[src/rtl/seg_pkg.sv]
// Shared types and elaboration-time helpers for the noise-shaped coarse/fine segmentation stage.
package seg_pkg;

    typedef logic signed [31:0] wide_t;

    typedef enum logic [1:0] {
        ORD_FIRST  = 2'd1,
        ORD_SECOND = 2'd2
    } err_order_e;

    function automatic int v_width(input int in_w, input int order);
        return in_w + order + 2;
    endfunction

    function automatic int err_width(input int shift, input int order);
        return shift + order + 1;
    endfunction

    function automatic bit order_ok(input int order);
        return (order == int'(ORD_FIRST)) || (order == int'(ORD_SECOND));
    endfunction

    function automatic wide_t floor_shift(input wide_t x, input int sh);
        return x >>> sh;
    endfunction

    function automatic bit outside(input wide_t x, input wide_t lo, input wide_t hi);
        return (x < lo) || (x > hi);
    endfunction

    function automatic wide_t clamp(input wide_t x, input wide_t lo, input wide_t hi);
        if (x < lo)
            return lo;
        else if (x > hi)
            return hi;
        else
            return x;
    endfunction

endpackage

[src/rtl/seg_err_loop.sv]
// Error-feedback loop: forms v from the held sample and past errors, quantises it to the
// coarse code and keeps the e1/e2 error history.
module seg_err_loop
    import seg_pkg::*;
#(
    parameter  int IN_W  = 5,
    parameter  int SHIFT = 1,
    parameter  int ORDER = 1,
    parameter  int B_W   = 6,
    parameter  int B_OFS = 9,
    localparam int V_W   = v_width(IN_W, ORDER)
) (
    input  logic             clock,
    input  logic             rst,
    input  logic             clr,
    input  logic             en,
    input  logic [IN_W-1:0]  a_d,
    output logic [V_W-1:0]   coarse,
    output logic [V_W-1:0]   coarse_sh,
    output logic             clamped
);

    localparam int    ERR_W = err_width(SHIFT, ORDER);
    localparam wide_t Q_LO  = -wide_t'(B_OFS);
    localparam wide_t Q_HI  = wide_t'(2**B_W - 1 - B_OFS);
    localparam wide_t E_LO  = -(wide_t'(1) <<< (ERR_W - 1));
    localparam wide_t E_HI  = (wide_t'(1) <<< (ERR_W - 1)) - wide_t'(1);

    logic signed [ERR_W-1:0] e1;
    logic signed [ERR_W-1:0] e2;
    logic signed [V_W-1:0]   v;
    wide_t                   raw;
    wide_t                   q;
    wide_t                   e_full;

    // Residual is taken against the clamped coarse value, so a clamp shows up as a large error.
    always_comb begin
        if (ORDER == 2)
            v = V_W'($signed(a_d)) + (V_W'(e1) <<< 1) - V_W'(e2);
        else
            v = V_W'($signed(a_d)) + V_W'(e1);
        raw    = floor_shift(wide_t'(v), SHIFT);
        q      = clamp(raw, Q_LO, Q_HI);
        e_full = wide_t'(v) - (q <<< SHIFT);
    end

    assign coarse    = V_W'(q);
    assign coarse_sh = V_W'(q <<< SHIFT);
    assign clamped   = outside(raw, Q_LO, Q_HI) | outside(e_full, E_LO, E_HI);

    always_ff @(posedge clock or posedge rst) begin
        if (rst) begin
            e1 <= '0;
            e2 <= '0;
        end else if (clr) begin
            e1 <= '0;
            e2 <= '0;
        end else if (en) begin
            e1 <= ERR_W'(clamp(e_full, E_LO, E_HI));
            e2 <= e1;
        end
    end

endmodule

[src/rtl/seg_shaped_splitter.sv]
// Noise-shaped segmentation stage: splits each signed sample into offset coarse (B) and
// fine (C) codes for the unary DAC arrays, with valid hold, clamping and a sticky flag.
module seg_shaped_splitter
    import seg_pkg::*;
#(
    parameter int IN_W  = 5,
    parameter int SHIFT = 1,
    parameter int ORDER = 1,
    parameter int B_W   = 6,
    parameter int C_W   = 4,
    parameter int B_OFS = 9,
    parameter int C_OFS = 3
) (
    input  logic             clock,
    input  logic             rst,
    input  logic             clr,
    input  logic             in_valid,
    input  logic [IN_W-1:0]  A,
    output logic             out_valid,
    output logic [B_W-1:0]   B,
    output logic [C_W-1:0]   C,
    output logic             sat
);

    localparam int    V_W  = v_width(IN_W, ORDER);
    localparam wide_t F_LO = -wide_t'(C_OFS);
    localparam wide_t F_HI = wide_t'(2**C_W - 1 - C_OFS);

    generate
        if (!order_ok(ORDER) || (SHIFT < 1) ||
            (B_OFS < 0) || (B_OFS > 2**B_W - 1) ||
            (C_OFS < 0) || (C_OFS > 2**C_W - 1)) begin : g_bad_params
            $fatal(1, "seg_shaped_splitter: illegal ORDER, SHIFT or offset parameter");
        end
    endgenerate

    logic [IN_W-1:0] a_d;
    logic            v1;
    logic            update;
    logic [V_W-1:0]  coarse;
    logic [V_W-1:0]  coarse_sh;
    logic            loop_clamped;
    wide_t           fine_raw;
    wide_t           fine_q;
    logic            fine_clamped;

    assign update = in_valid && v1 && !clr;

    seg_err_loop #(
        .IN_W  (IN_W),
        .SHIFT (SHIFT),
        .ORDER (ORDER),
        .B_W   (B_W),
        .B_OFS (B_OFS)
    ) u_err_loop (
        .clock     (clock),
        .rst       (rst),
        .clr       (clr),
        .en        (update),
        .a_d       (a_d),
        .coarse    (coarse),
        .coarse_sh (coarse_sh),
        .clamped   (loop_clamped)
    );

    // Fine code carries whatever the coarse array did not, so B and C rebuild a_d exactly.
    always_comb begin
        fine_raw     = wide_t'($signed(a_d)) - wide_t'($signed(coarse_sh));
        fine_q       = clamp(fine_raw, F_LO, F_HI);
        fine_clamped = outside(fine_raw, F_LO, F_HI);
    end

    always_ff @(posedge clock or posedge rst) begin
        if (rst) begin
            a_d       <= '0;
            v1        <= 1'b0;
            out_valid <= 1'b0;
            B         <= B_W'(B_OFS);
            C         <= C_W'(C_OFS);
            sat       <= 1'b0;
        end else if (clr) begin
            a_d       <= '0;
            v1        <= 1'b0;
            out_valid <= 1'b0;
            B         <= B_W'(B_OFS);
            C         <= C_W'(C_OFS);
            sat       <= 1'b0;
        end else if (in_valid) begin
            a_d <= A;
            v1  <= 1'b1;
            if (v1) begin
                B         <= B_W'(wide_t'($signed(coarse)) + wide_t'(B_OFS));
                C         <= C_W'(fine_q + wide_t'(C_OFS));
                out_valid <= 1'b1;
                sat       <= sat | loop_clamped | fine_clamped;
            end
        end else begin
            out_valid <= 1'b0;
        end
    end

endmodule
[config.mk]
export PLATFORM = sky130hd
export DESIGN_NAME = seg_shaped_splitter
export DESIGN_NICKNAME = d
export VERILOG_FILES = /design/src/rtl/seg_pkg.sv /design/src/rtl/seg_err_loop.sv /design/src/rtl/seg_shaped_splitter.sv
export SDC_FILE = /design/constraint.sdc
export NUM_CORES = 1
export LEC_CHECK = 0
export BUFFER_PORTS_ARGS = -buffer_cell sky130_fd_sc_hd__buf_2
export CAP_MARGIN = 20
export CORE_ASPECT_RATIO = 1.1
export CORE_MARGIN = 4
export CORE_UTILIZATION = 29
export CTS_CLUSTER_SIZE = 10
export DETAILED_ROUTE_END_ITERATION = 7
export PLACE_DENSITY_LB_ADDON = 0.15
export SLEW_MARGIN = 20
export SYNTH_ARGS = -nofsm -noshare
export SYNTH_HDL_FRONTEND = slang
export SYNTH_SLANG_ARGS = --single-unit
[constraint.sdc]
create_clock -name clock -period 10.3 [get_ports clock]
set_input_delay 1.545 -clock clock [delete_from_list [all_inputs] [get_ports clock]]
set_output_delay 1.545 -clock clock [all_outputs]
set_load 0.02 [all_outputs]
==> results of run 1 <==
flip-flops by register name, summed over array words and instances (netlist names):
signal / count
u_err_loop.e1: 3
C: 4
out_valid: 1
B: 6
a_d: 5
v1: 1
sat: 1
cell usage after synthesis, types with 2 or more instances:
cell                       number
sky130_fd_sc_hd__a21oi_1       13
sky130_fd_sc_hd__a22oi_1        2
sky130_fd_sc_hd__dfstp_2        4
sky130_fd_sc_hd__inv_1         16
sky130_fd_sc_hd__nor4_1         6
sky130_fd_sc_hd__nand2b_1       7
sky130_fd_sc_hd__nand2_1       22
sky130_fd_sc_hd__a211oi_1       2
sky130_fd_sc_hd__a311o_1        2
sky130_fd_sc_hd__dfrtp_1       17
sky130_fd_sc_hd__clkbuf_1       4
sky130_fd_sc_hd__nand3_1        5
sky130_fd_sc_hd__o21a_1         3
sky130_fd_sc_hd__mux2i_1        6
sky130_fd_sc_hd__o21ai_0       16
sky130_fd_sc_hd__a21o_1         3
sky130_fd_sc_hd__ha_1          29
sky130_fd_sc_hd__xnor2_1        8
sky130_fd_sc_hd__nor3_1         3
sky130_fd_sc_hd__nor2_1        24
sky130_fd_sc_hd__nand4_1        5
sky130_fd_sc_hd__o211ai_1       3
sky130_fd_sc_hd__xor2_1         2
sky130_fd_sc_hd__and3b_1        2
cell type report:
cell class | count | area, um2 | share of cell area
clock inverters | 1 | 5.00 | 0.00222
multi-input cells | 193 | 1410 | 0.627
inverters | 16 | 60.1 | 0.0267
repair buffers | 20 | 100 | 0.0445
well taps | 82 | 103 | 0.0456
clock buffers | 3 | 41.3 | 0.0184
flip-flops and latches | 21 | 531 | 0.236
critical path, stage by stage (launching register included):
cell and delay (ns):
sky130_fd_sc_hd__dfrtp_1 0.42, sky130_fd_sc_hd__ha_1 0.21, sky130_fd_sc_hd__inv_1 0.06, sky130_fd_sc_hd__fa_1 0.44, sky130_fd_sc_hd__inv_1 0.08, sky130_fd_sc_hd__a21o_2 0.11
sky130_fd_sc_hd__a21oi_1 0.07, sky130_fd_sc_hd__xnor2_1 0.37, sky130_fd_sc_hd__nor2_1 0.10, sky130_fd_sc_hd__nor2_1 0.17, sky130_fd_sc_hd__ha_1 0.38, sky130_fd_sc_hd__nand2_1 0.17
sky130_fd_sc_hd__inv_1 0.07, sky130_fd_sc_hd__ha_1 0.35, sky130_fd_sc_hd__a21o_1 0.18, sky130_fd_sc_hd__a21oi_1 0.34, sky130_fd_sc_hd__inv_1 0.09, sky130_fd_sc_hd__ha_1 0.22
sky130_fd_sc_hd__nand2b_1 0.15, sky130_fd_sc_hd__ha_1 0.19, sky130_fd_sc_hd__or4_1 0.56, sky130_fd_sc_hd__nor3_4 0.16, sky130_fd_sc_hd__nand3_1 0.10, sky130_fd_sc_hd__o211ai_1 0.19
sky130_fd_sc_hd__a21oi_1 0.10, sky130_fd_sc_hd__or2_1 0.28, sky130_fd_sc_hd__o32ai_1 0.27
routing by layer:
| layer | global-route usage | vias to the layer above | wire length (um) |
|---|---|---|---|
| li1 | - | 897 | - |
| met2 | 0.207 | 19 | 2430 |
| met1 | 0.151 | 800 | 2210 |
| met4 | 0.0153 | 0 | 25 |
| met3 | 0.0146 | 2 | 119 |
| met5 | 0 | - | 0 |
metrics by stage:
stage / std cells / worst slack, ns / hold WS (ns) / power, mW / cell area [um2]
global placement: 332 / 4.43 / 0.466 / 0.539 / 2200
CTS: 336 / 4.31 / 0.487 / 0.592 / 2250
global route: 336 / 3.81 / 0.513 / 0.647 / 2250
finish: 336 / 4.36 / 0.481 / 0.585 / 2250
detailed placement: 332 / 4.36 / 0.463 / 0.534 / 2200
floorplan: 236 / 5.00 / 0.453 / 0.440 / 2030
cell usage in the layout, fill, tap and decap left out, types with 2 or more instances in the layout:
cell	Yosys	routed
sky130_fd_sc_hd__mux2i_1	6	6
sky130_fd_sc_hd__o21a_1	3	3
sky130_fd_sc_hd__nor4_1	6	6
sky130_fd_sc_hd__a311o_1	2	2
sky130_fd_sc_hd__xnor2_1	8	8
sky130_fd_sc_hd__nand3_1	5	5
sky130_fd_sc_hd__o211ai_1	3	3
sky130_fd_sc_hd__nand2_1	22	22
sky130_fd_sc_hd__a22oi_1	2	2
sky130_fd_sc_hd__xor2_1	2	2
sky130_fd_sc_hd__nor2_1	24	24
sky130_fd_sc_hd__o21ai_0	16	16
sky130_fd_sc_hd__dfstp_2	4	4
sky130_fd_sc_hd__ha_1	29	29
sky130_fd_sc_hd__and3b_1	2	2
sky130_fd_sc_hd__inv_1	16	16
sky130_fd_sc_hd__clkbuf_8	0	3
sky130_fd_sc_hd__nand4_1	5	5
sky130_fd_sc_hd__a21oi_1	13	13
sky130_fd_sc_hd__nand2b_1	7	7
sky130_fd_sc_hd__a211oi_1	2	2
sky130_fd_sc_hd__buf_2	1	20
sky130_fd_sc_hd__a21o_1	3	3
sky130_fd_sc_hd__nor3_1	3	3
sky130_fd_sc_hd__dfrtp_1	17	17
power by group through the flow:
stage,combinational [mW],clock (mW),sequential [mW]
CTS,0.435,0.0558,0.101
global route,0.485,0.0595,0.102
finish,0.431,0.0540,0.101
global placement,0.437,0,0.103
detailed placement,0.432,0,0.103
floorplan,0.330,0,0.110
final timing paths:
path	startpoint	end	slack, ns	depth (start not counted)
worst max register to register	a_d[0]$_DFFE_PP0P_	u_err_loop.e1[1]$_DFFE_PP0P_	4.36	26
max in group asynchronous	rst	sat$_DFFE_PP0P_	8.36	2
min in group asynchronous	rst	B[4]$_DFFE_PP0P_	1.43	2
worst max-delay path	a_d[0]$_DFFE_PP0P_	u_err_loop.e1[1]$_DFFE_PP0P_	4.36	26
worst min-delay path	C[3]$_DFFE_PP0P_	C[3]$_DFFE_PP0P_	0.48	2
worst min register to register	C[3]$_DFFE_PP0P_	C[3]$_DFFE_PP0P_	0.48	2
cell families (layout without fill, tap and decap cells):
kind of cell	after synthesis	count (layout)
simple gates	85	85
compound gates	61	61
fa+ha+maj	30	30
buf+inv	22	40
flops	21	21
xor+xnor	10	10
mux	7	7
==> impl_metrics.toml, run 1 <==
[sta]
fmax_mhz = 168
finalSetupTns_ns = 0
setup_repair_after_global_routing_missed_its_margin = "no"
rel_slew_slack = 0.420
period_share = 0.577
post-route-min-period_ns = 5.94
worstMarginPinSlew_ns = 0.870
fin_skew_ns = 0.00490
finalSetupViolCount = 0
hold_violations = 0
final-max-slew-violation-count = 0

[routing]
drcViolationCount = 0
wl_um = 4790
ant_nets = 0
drt-vias-per-instance = 5.11
detailroute.via_count = 1718
drt_first_pass_iters = 4
detailedRoute.firstIterationViolations = 49
routedWlPerCell_um = 14.3

[die]
die-area_um2 = 8410
chip_width_um = 87.8
placeable_area_um2 = 6710
floorplan.io_pins = 21
placementRows = 31
chipHeight_um = 95.8
initial_core_util = 0.303

[synth]
mappedNetlistNets = 275
netlist_top_cells_area = "sky130_fd_sc_hd__dfrtp_1, sky130_fd_sc_hd__ha_1, sky130_fd_sc_hd__dfstp_2"
synth_top_cell_by_area = "sky130_fd_sc_hd__dfrtp_1"
synth.yosys.seq_area_share = 0.261
netlist_instances = 236
post_synth_instance_area_um2 = 2030
yosys-mux-area-fraction = 0.0351
synth_fa_ha_area_frac = 0.188
synth_area_per_cell_um2 = 8.61
synth_compound_gate_area_share = 0.208
synth_top_family_by_area = "simple AND/OR/NAND/NOR gates"
xor_xnor_fraction_of_synth_area = 0.0431
ys_async_sr_fraction = 1.00
synth.top_cell.area_share = 0.209
synth_warnings = 0
synth-simple-area-share = 0.219
ys_types = 56
synth.ff_latch_count = 21
synth-main-ff-cell = "sky130_fd_sc_hd__dfrtp_1"
synth_edf_count = 0

[cts]
clock_sinks = 21
max-clock-path-buffers = 2
post-cts-setup-buffers = 0
cts_hold_buffers = 0
cts_resized = 0
cts-htree-levels = 1
clk-insertion-delay-late_ns = 0.26
clkTransAtPathRegs_ns = 0.08
cts_buffers = 3
cts_root_buffer = "sky130_fd_sc_hd__clkbuf_8"
cts_tree = "built"

[place]
buffer_ports.inserted = 20
hpwlAfterDp_um = 3970
gp_routability_congestion = 0.808

[grt]
grt_pass1_wl_um = 7700
grt_start_max_net_pins = 22
groute.usage.overall = 0.115
antenna_found_initial = 0
first_global_vias = 1604
globalRoute.totalOverflow = 0

[worst_setup_path]
timing.critical_path.required_ns = 10.46
arrival_ns = 6.10
cp-end-kind = "register"
worstSetupStartpointType = "register"
path_class = "register to register"
critical_path.max_fanout = 10

[flow_run]
cap_viol_max_count = 0

[layout]
areaGrowthSynthToFinish_pct = 10.7
antenna-diode-count = 0
layout.filler_cells = 724
fraction_of_layout_cells_with_a_size_suffix_above_1 = 0.161
post-route-util = 0.335
layout.nets = 294

[min_path]
holdCritPathClass = "register to register"

[power]
vdd.ir_drop.worst_uv = 124
p_comb_frac = 0.736
power_switching_share = 0.481
cellPowerDensity_nw_per_um2 = 260
leakage_power_figure_nw = 1.04
share_clk_of_total_power = 0.092
share_seq_of_total_power = 0.172
cell_internal_pwr_uw = 304
p_switching_uw = 282

[status]
run_status = "finished clean"
No activity file was read; power rests on OpenSTA's default activity.
==> run 2, diff against run 1 <==
clock period = 5.3 ns   (was 10.3 ns; I/O delays follow)
==> impl_metrics.toml, run 2 (same netlist as run 1, synthesis figures left out) <==
[status]
run_status = "finished clean"

[power]
vdd.ir_drop.worst_uv = 190
leakage_power_figure_nw = 1.14
report.power.total_mw = 1.25
cellPowerDensity_nw_per_um2 = 499

[cts]
clk-insertion-delay-late_ns = 0.26
max-clock-path-buffers = 2
clkTransAtPathRegs_ns = 0.07
cts-htree-levels = 1
cts_root_buffer = "sky130_fd_sc_hd__clkbuf_8"
cts_hold_buffers = 0
cts_buffers = 3
clock_sinks = 21
cts_tree = "built"

[place]
buffer_ports.inserted = 20
placed_cells_incl_taps = 348
hpwlAfterDp_um = 4120
gp_routability_congestion = 0.820

[sta]
fin_skew_ns = 0.00857
finalSetupViolCount = 0
final-max-slew-violation-count = 0
worstMarginPinSlew_ns = 0.885
hold_violations = 0
rel_slew_slack = 0.410
post-route-min-period_ns = 5.00
finalSetupTns_ns = 0
final.hold.worst_slack_ns = 0.475
fmax_mhz = 200
period_share = 0.944

[worst_setup_path]
cp_top_family = "simple AND/OR/NAND/NOR gates"
cp.buffers_inverters = 4
cp-end-kind = "register"
worstSetupStartpointType = "register"
critical-path-slowest-cell = "sky130_fd_sc_hd__or4_4"
r2r.worst_path.cells = 26
timing.critical_path.mode_cell = "sky130_fd_sc_hd__inv_1"
arrival_ns = 5.17
cp_slowest_stage_delay_ns = 0.55
path_class = "register to register"
timing.reg2reg.setup_slack_ns = 0.30
critical_path.max_fanout = 5
number_of_gates_on_the_worst_path_with_buffers_counted = 26
timing.critical_path.required_ns = 5.46

[routing]
wl_um = 5030
routedWlPerCell_um = 14.1
detailedRoute.firstIterationViolations = 24
drt_first_pass_iters = 4
drt-vias-per-instance = 5.03
detailroute.via_count = 1790
drcViolationCount = 0
ant_nets = 0

[grt]
grt_pass1_wl_um = 8650
globalRoute.totalOverflow = 0
use_met2 = 0.226
groute.usage.overall = 0.129
grt_start_max_net_pins = 22
first_global_vias = 1820
groute.layer.met1.usage = 0.169
global_route.usage.met3 = 0.0154
grt.busiest_layer = "met2"
antenna_found_initial = 0

[layout]
largest_register_ff_count = 6
layout.cells.most_common_list = "sky130_fd_sc_hd__nor2_1, sky130_fd_sc_hd__ha_1, sky130_fd_sc_hd__nand2_1"
post-route-util = 0.374
areaGrowthSynthToFinish_pct = 23.6
combined_area_of_the_multi_input_logic_cells_um2 = 1520
layout.filler_cells = 692
largestRegisters = "B x6, a_d x5, C x4"
layout.nets = 314
stdcell_count = 356
area_occupied_by_registers_um2 = 531
antenna-diode-count = 0
fraction_of_layout_cells_with_a_size_suffix_above_1 = 0.292
top_register = "B"

[die]
placementRows = 31
die-area_um2 = 8410
chip_width_um = 87.8
chipHeight_um = 95.8
placeable_area_um2 = 6710
initial_core_util = 0.303
floorplan.io_pins = 21

[min_path]
holdCritPathClass = "register to register"
worstHoldPathCells = 2

[flow_run]
cap_viol_max_count = 0
## run 2: changes by cell type in the layout (fill, tap and decap cells not counted), sizes merged
cell / change
buf: +20
clkbuf: +1
clkinv: -1
## run 2: timing repair
item,in CTS,in global routing
endpoints found under the setup margin,3,3
buffers inserted,0,4
pin swaps,0,12
gates resized for setup,3,19
## run 2: final cells by class
| type | instances | share of cell area |
|---|---|---|
| clock buffers | 4 | 0.0179 |
| inverters | 16 | 0.0239 |
| multi-input cells | 193 | 0.607 |
| flip-flops and latches | 21 | 0.211 |
| well taps | 82 | 0.0408 |
| repair buffers | 40 | 0.0996 |
## run 2: final timing paths
kind,startpoint,end
min in group asynchronous,rst,out_valid$_DFFE_PP0P_
worst min register to register,C[3]$_DFFE_PP0P_,C[3]$_DFFE_PP0P_
worst max register to register,u_err_loop.e1[0]$_DFFE_PP0P_,u_err_loop.e1[1]$_DFFE_PP0P_
worst max-delay path,u_err_loop.e1[0]$_DFFE_PP0P_,u_err_loop.e1[1]$_DFFE_PP0P_
max in group asynchronous,rst,u_err_loop.e1[0]$_DFFE_PP0P_
worst min-delay path,C[3]$_DFFE_PP0P_,C[3]$_DFFE_PP0P_
## run 2: worst reg2reg max path, delay by kind of cell (launching register included)
kind	cells	cell delay [ns]
AO/OA/AOI/OAI	7	1.07
adder cells (fa/ha/maj)	6	1.49
flip-flops	1	0.38
AND/OR/NAND/NOR	8	1.55
XOR/XNOR	1	0.13
buffers and inverters	4	0.28
## run 2: power by group
group	internal (mW)	leakage [nW]	switching, mW
sequential	0.183	0.271	0.0142
combinational	0.437	0.846	0.515
clock	0.0536	0.0228	0.0513
total	0.673	1.14	0.580
## run 2: through the flow
stage	worst slack [ns]	area [um2]
finish	0.295	2510
global route	-0.0239	2510
CTS	0.0178	2390
detailed placement	-0.0922	2330
global placement	-0.0793	2330
floorplan	0.0634	2040
## run 2: layer usage
layer  up-vias  routed length [um]
li1        939                   -
met1       826                2360
met2        19                2530
met3         6                  84
met4         0                  55
met5         -                   0
==> run 3, diff against run 2 <==
clock period = 6.3 ns   (was 5.3 ns; I/O delays follow)
==> impl_metrics.toml, run 3 (same netlist as run 1, synthesis figures left out) <==
[cts]
clock_sinks = 21
clkTransAtPathRegs_ns = 0.08
max-clock-path-buffers = 2
cts-htree-levels = 1
post-cts-setup-buffers = 0
cts_root_buffer = "sky130_fd_sc_hd__clkbuf_8"
clk-insertion-delay-late_ns = 0.26
cts_hold_buffers = 0
cts_tree = "built"
cts_buffers = 3
cts_resized = 0

[min_path]
holdCritPathClass = "register to register"
worstHoldPathCells = 2
hold_path.startpoint = "C[3]$_DFFE_PP0P_"
timing.hold.worst_endpoint = "C[3]$_DFFE_PP0P_"

[place]
gp_routability_congestion = 0.825
dpl_worst_slack_ns = 0.400
placed_cells_incl_taps = 333
detailed_place.area_um2 = 2210
hpwlAfterDp_um = 3990
buffer_ports.inserted = 20

[sta]
period_share = 0.915
fin_ws_ns = 0.536
setup_repair_after_global_routing_missed_its_margin = "no"
post-route-min-period_ns = 5.76
hold_violations = 0
fmax_mhz = 174
finalSetupViolCount = 0
final.hold.worst_slack_ns = 0.480
worstMarginPinSlew_ns = 0.909
finalSetupTns_ns = 0
rel_slew_slack = 0.394
final-max-slew-violation-count = 0
fin_skew_ns = 0.00824

[worst_setup_path]
arrival_ns = 5.91
critical_path.max_fanout = 10
worstSetupStartpointType = "register"
crit-reg2reg-launch = "a_d[0]$_DFFE_PP0P_"
timing.reg2reg.setup_slack_ns = 0.54
timing.critical_path.required_ns = 6.45
r2r_end = "u_err_loop.e1[1]$_DFFE_PP0P_"
r2r.worst_path.cells = 27
crit_path_start = "a_d[0]$_DFFE_PP0P_"
cp-end-kind = "register"
path_class = "register to register"

[die]
chip_width_um = 87.8
placeable_area_um2 = 6710
chipHeight_um = 95.8
floorplan.io_pins = 21
placementRows = 31
die-area_um2 = 8410
initial_core_util = 0.303

[routing]
drcViolationCount = 0
routedWlPerCell_um = 14.4
drt-vias-per-instance = 5.08
drt_first_pass_iters = 4
ant_nets = 0
detailroute.via_count = 1712
detailedRoute.firstIterationViolations = 44
wl_um = 4850

[grt]
grt_start_max_net_pins = 22
grt_pass1_wl_um = 8000
antenna_found_initial = 0
first_global_vias = 1678
globalRoute.totalOverflow = 0
groute.usage.overall = 0.118

[layout]
top_register = "B"
fraction_of_layout_cells_with_a_size_suffix_above_1 = 0.173
layout.nets = 295
layout.cells.most_common_list = "sky130_fd_sc_hd__ha_1, sky130_fd_sc_hd__nor2_1, sky130_fd_sc_hd__nand2_1"
layout.cells.most_common = "sky130_fd_sc_hd__ha_1"
layout.filler_cells = 705
antenna-diode-count = 0
postLayoutCellArea_um2 = 2270
post-route-util = 0.338
largest_register_ff_count = 6
areaGrowthSynthToFinish_pct = 11.6
largestRegisters = "B x6, a_d x5, C x4"
stdcell_count = 337

[power]
report.power.total_uw = 971
share_clk_of_total_power = 0.091
leakage_power_figure_nw = 1.05
share_seq_of_total_power = 0.170
cell_internal_pwr_uw = 508
p_comb_frac = 0.740
p_switching_uw = 463
vdd.ir_drop.worst_uv = 189
power_switching_share = 0.477
cellPowerDensity_nw_per_um2 = 428

[flow_run]
cap_viol_max_count = 0

[status]
run_status = "finished clean"
==> run 3: worst max-delay path: stages, from the launching register on <==
cell and delay [ns]:
sky130_fd_sc_hd__dfrtp_1 0.42, sky130_fd_sc_hd__ha_1 0.22, sky130_fd_sc_hd__inv_1 0.07, sky130_fd_sc_hd__fa_1 0.43, sky130_fd_sc_hd__inv_1 0.08, sky130_fd_sc_hd__a21o_2 0.12
sky130_fd_sc_hd__a21oi_1 0.09, sky130_fd_sc_hd__xnor2_2 0.27, sky130_fd_sc_hd__nor2_1 0.09, sky130_fd_sc_hd__nor2_1 0.17, sky130_fd_sc_hd__ha_1 0.38, sky130_fd_sc_hd__nand2_1 0.17
sky130_fd_sc_hd__inv_1 0.08, sky130_fd_sc_hd__ha_1 0.35, sky130_fd_sc_hd__a21o_4 0.24, sky130_fd_sc_hd__a221oi_2 0.26, sky130_fd_sc_hd__buf_4 0.18, sky130_fd_sc_hd__o21ai_0 0.08
sky130_fd_sc_hd__ha_1 0.19, sky130_fd_sc_hd__nand2b_1 0.14, sky130_fd_sc_hd__ha_1 0.30, sky130_fd_sc_hd__nand4_1 0.10, sky130_fd_sc_hd__nor4_1 0.23, sky130_fd_sc_hd__nand3_1 0.14
sky130_fd_sc_hd__o211ai_1 0.19, sky130_fd_sc_hd__a21oi_1 0.10, sky130_fd_sc_hd__or2_1 0.28, sky130_fd_sc_hd__o32ai_1 0.32
==> run 3: layout make-up <==
type / instances / area, um2 / area share
clock buffers: 3 / 41.3 / 0.0182
well taps: 82 / 103 / 0.0452
repair buffers: 21 / 108 / 0.0474
clock inverters: 1 / 5.00 / 0.00221
flip-flops and latches: 21 / 531 / 0.234
multi-input cells: 193 / 1420 / 0.627
inverters: 16 / 60.1 / 0.0265
==> run 3: worst max path at each step <==
stage,end,depth (start not counted),slack (ns)
4_1_cts,u_err_loop.e1[1]$_DFFE_PP0P_,26,0.35
2_1_floorplan,u_err_loop.e1[1]$_DFFE_PP0P_,27,1.0
5_1_grt,u_err_loop.e1[1]$_DFFE_PP0P_,27,0.09
3_5_place_dp,u_err_loop.e1[1]$_DFFE_PP0P_,26,0.40
6_report,u_err_loop.e1[1]$_DFFE_PP0P_,27,0.54
3_3_place_gp,u_err_loop.e1[1]$_DFFE_PP0P_,26,0.52
==> run 3: power by group through the flow <==
stage | Combinational, mW | Clock, mW | Sequential (mW)
finish | 0.718 | 0.0880 | 0.165
global route | 0.809 | 0.0983 | 0.168
CTS | 0.718 | 0.0919 | 0.165
detailed placement | 0.714 | 0 | 0.168
global placement | 0.719 | 0 | 0.168
floorplan | 0.539 | 0 | 0.180
==> run 3: layer usage <==
layer	global-route usage	vias up	routed length, um
met2	0.209	14	2410
met3	0.0128	2	62
met4	0.0192	0	7
met1	0.158	791	2380
li1	-	905	-
met5	0	-	0
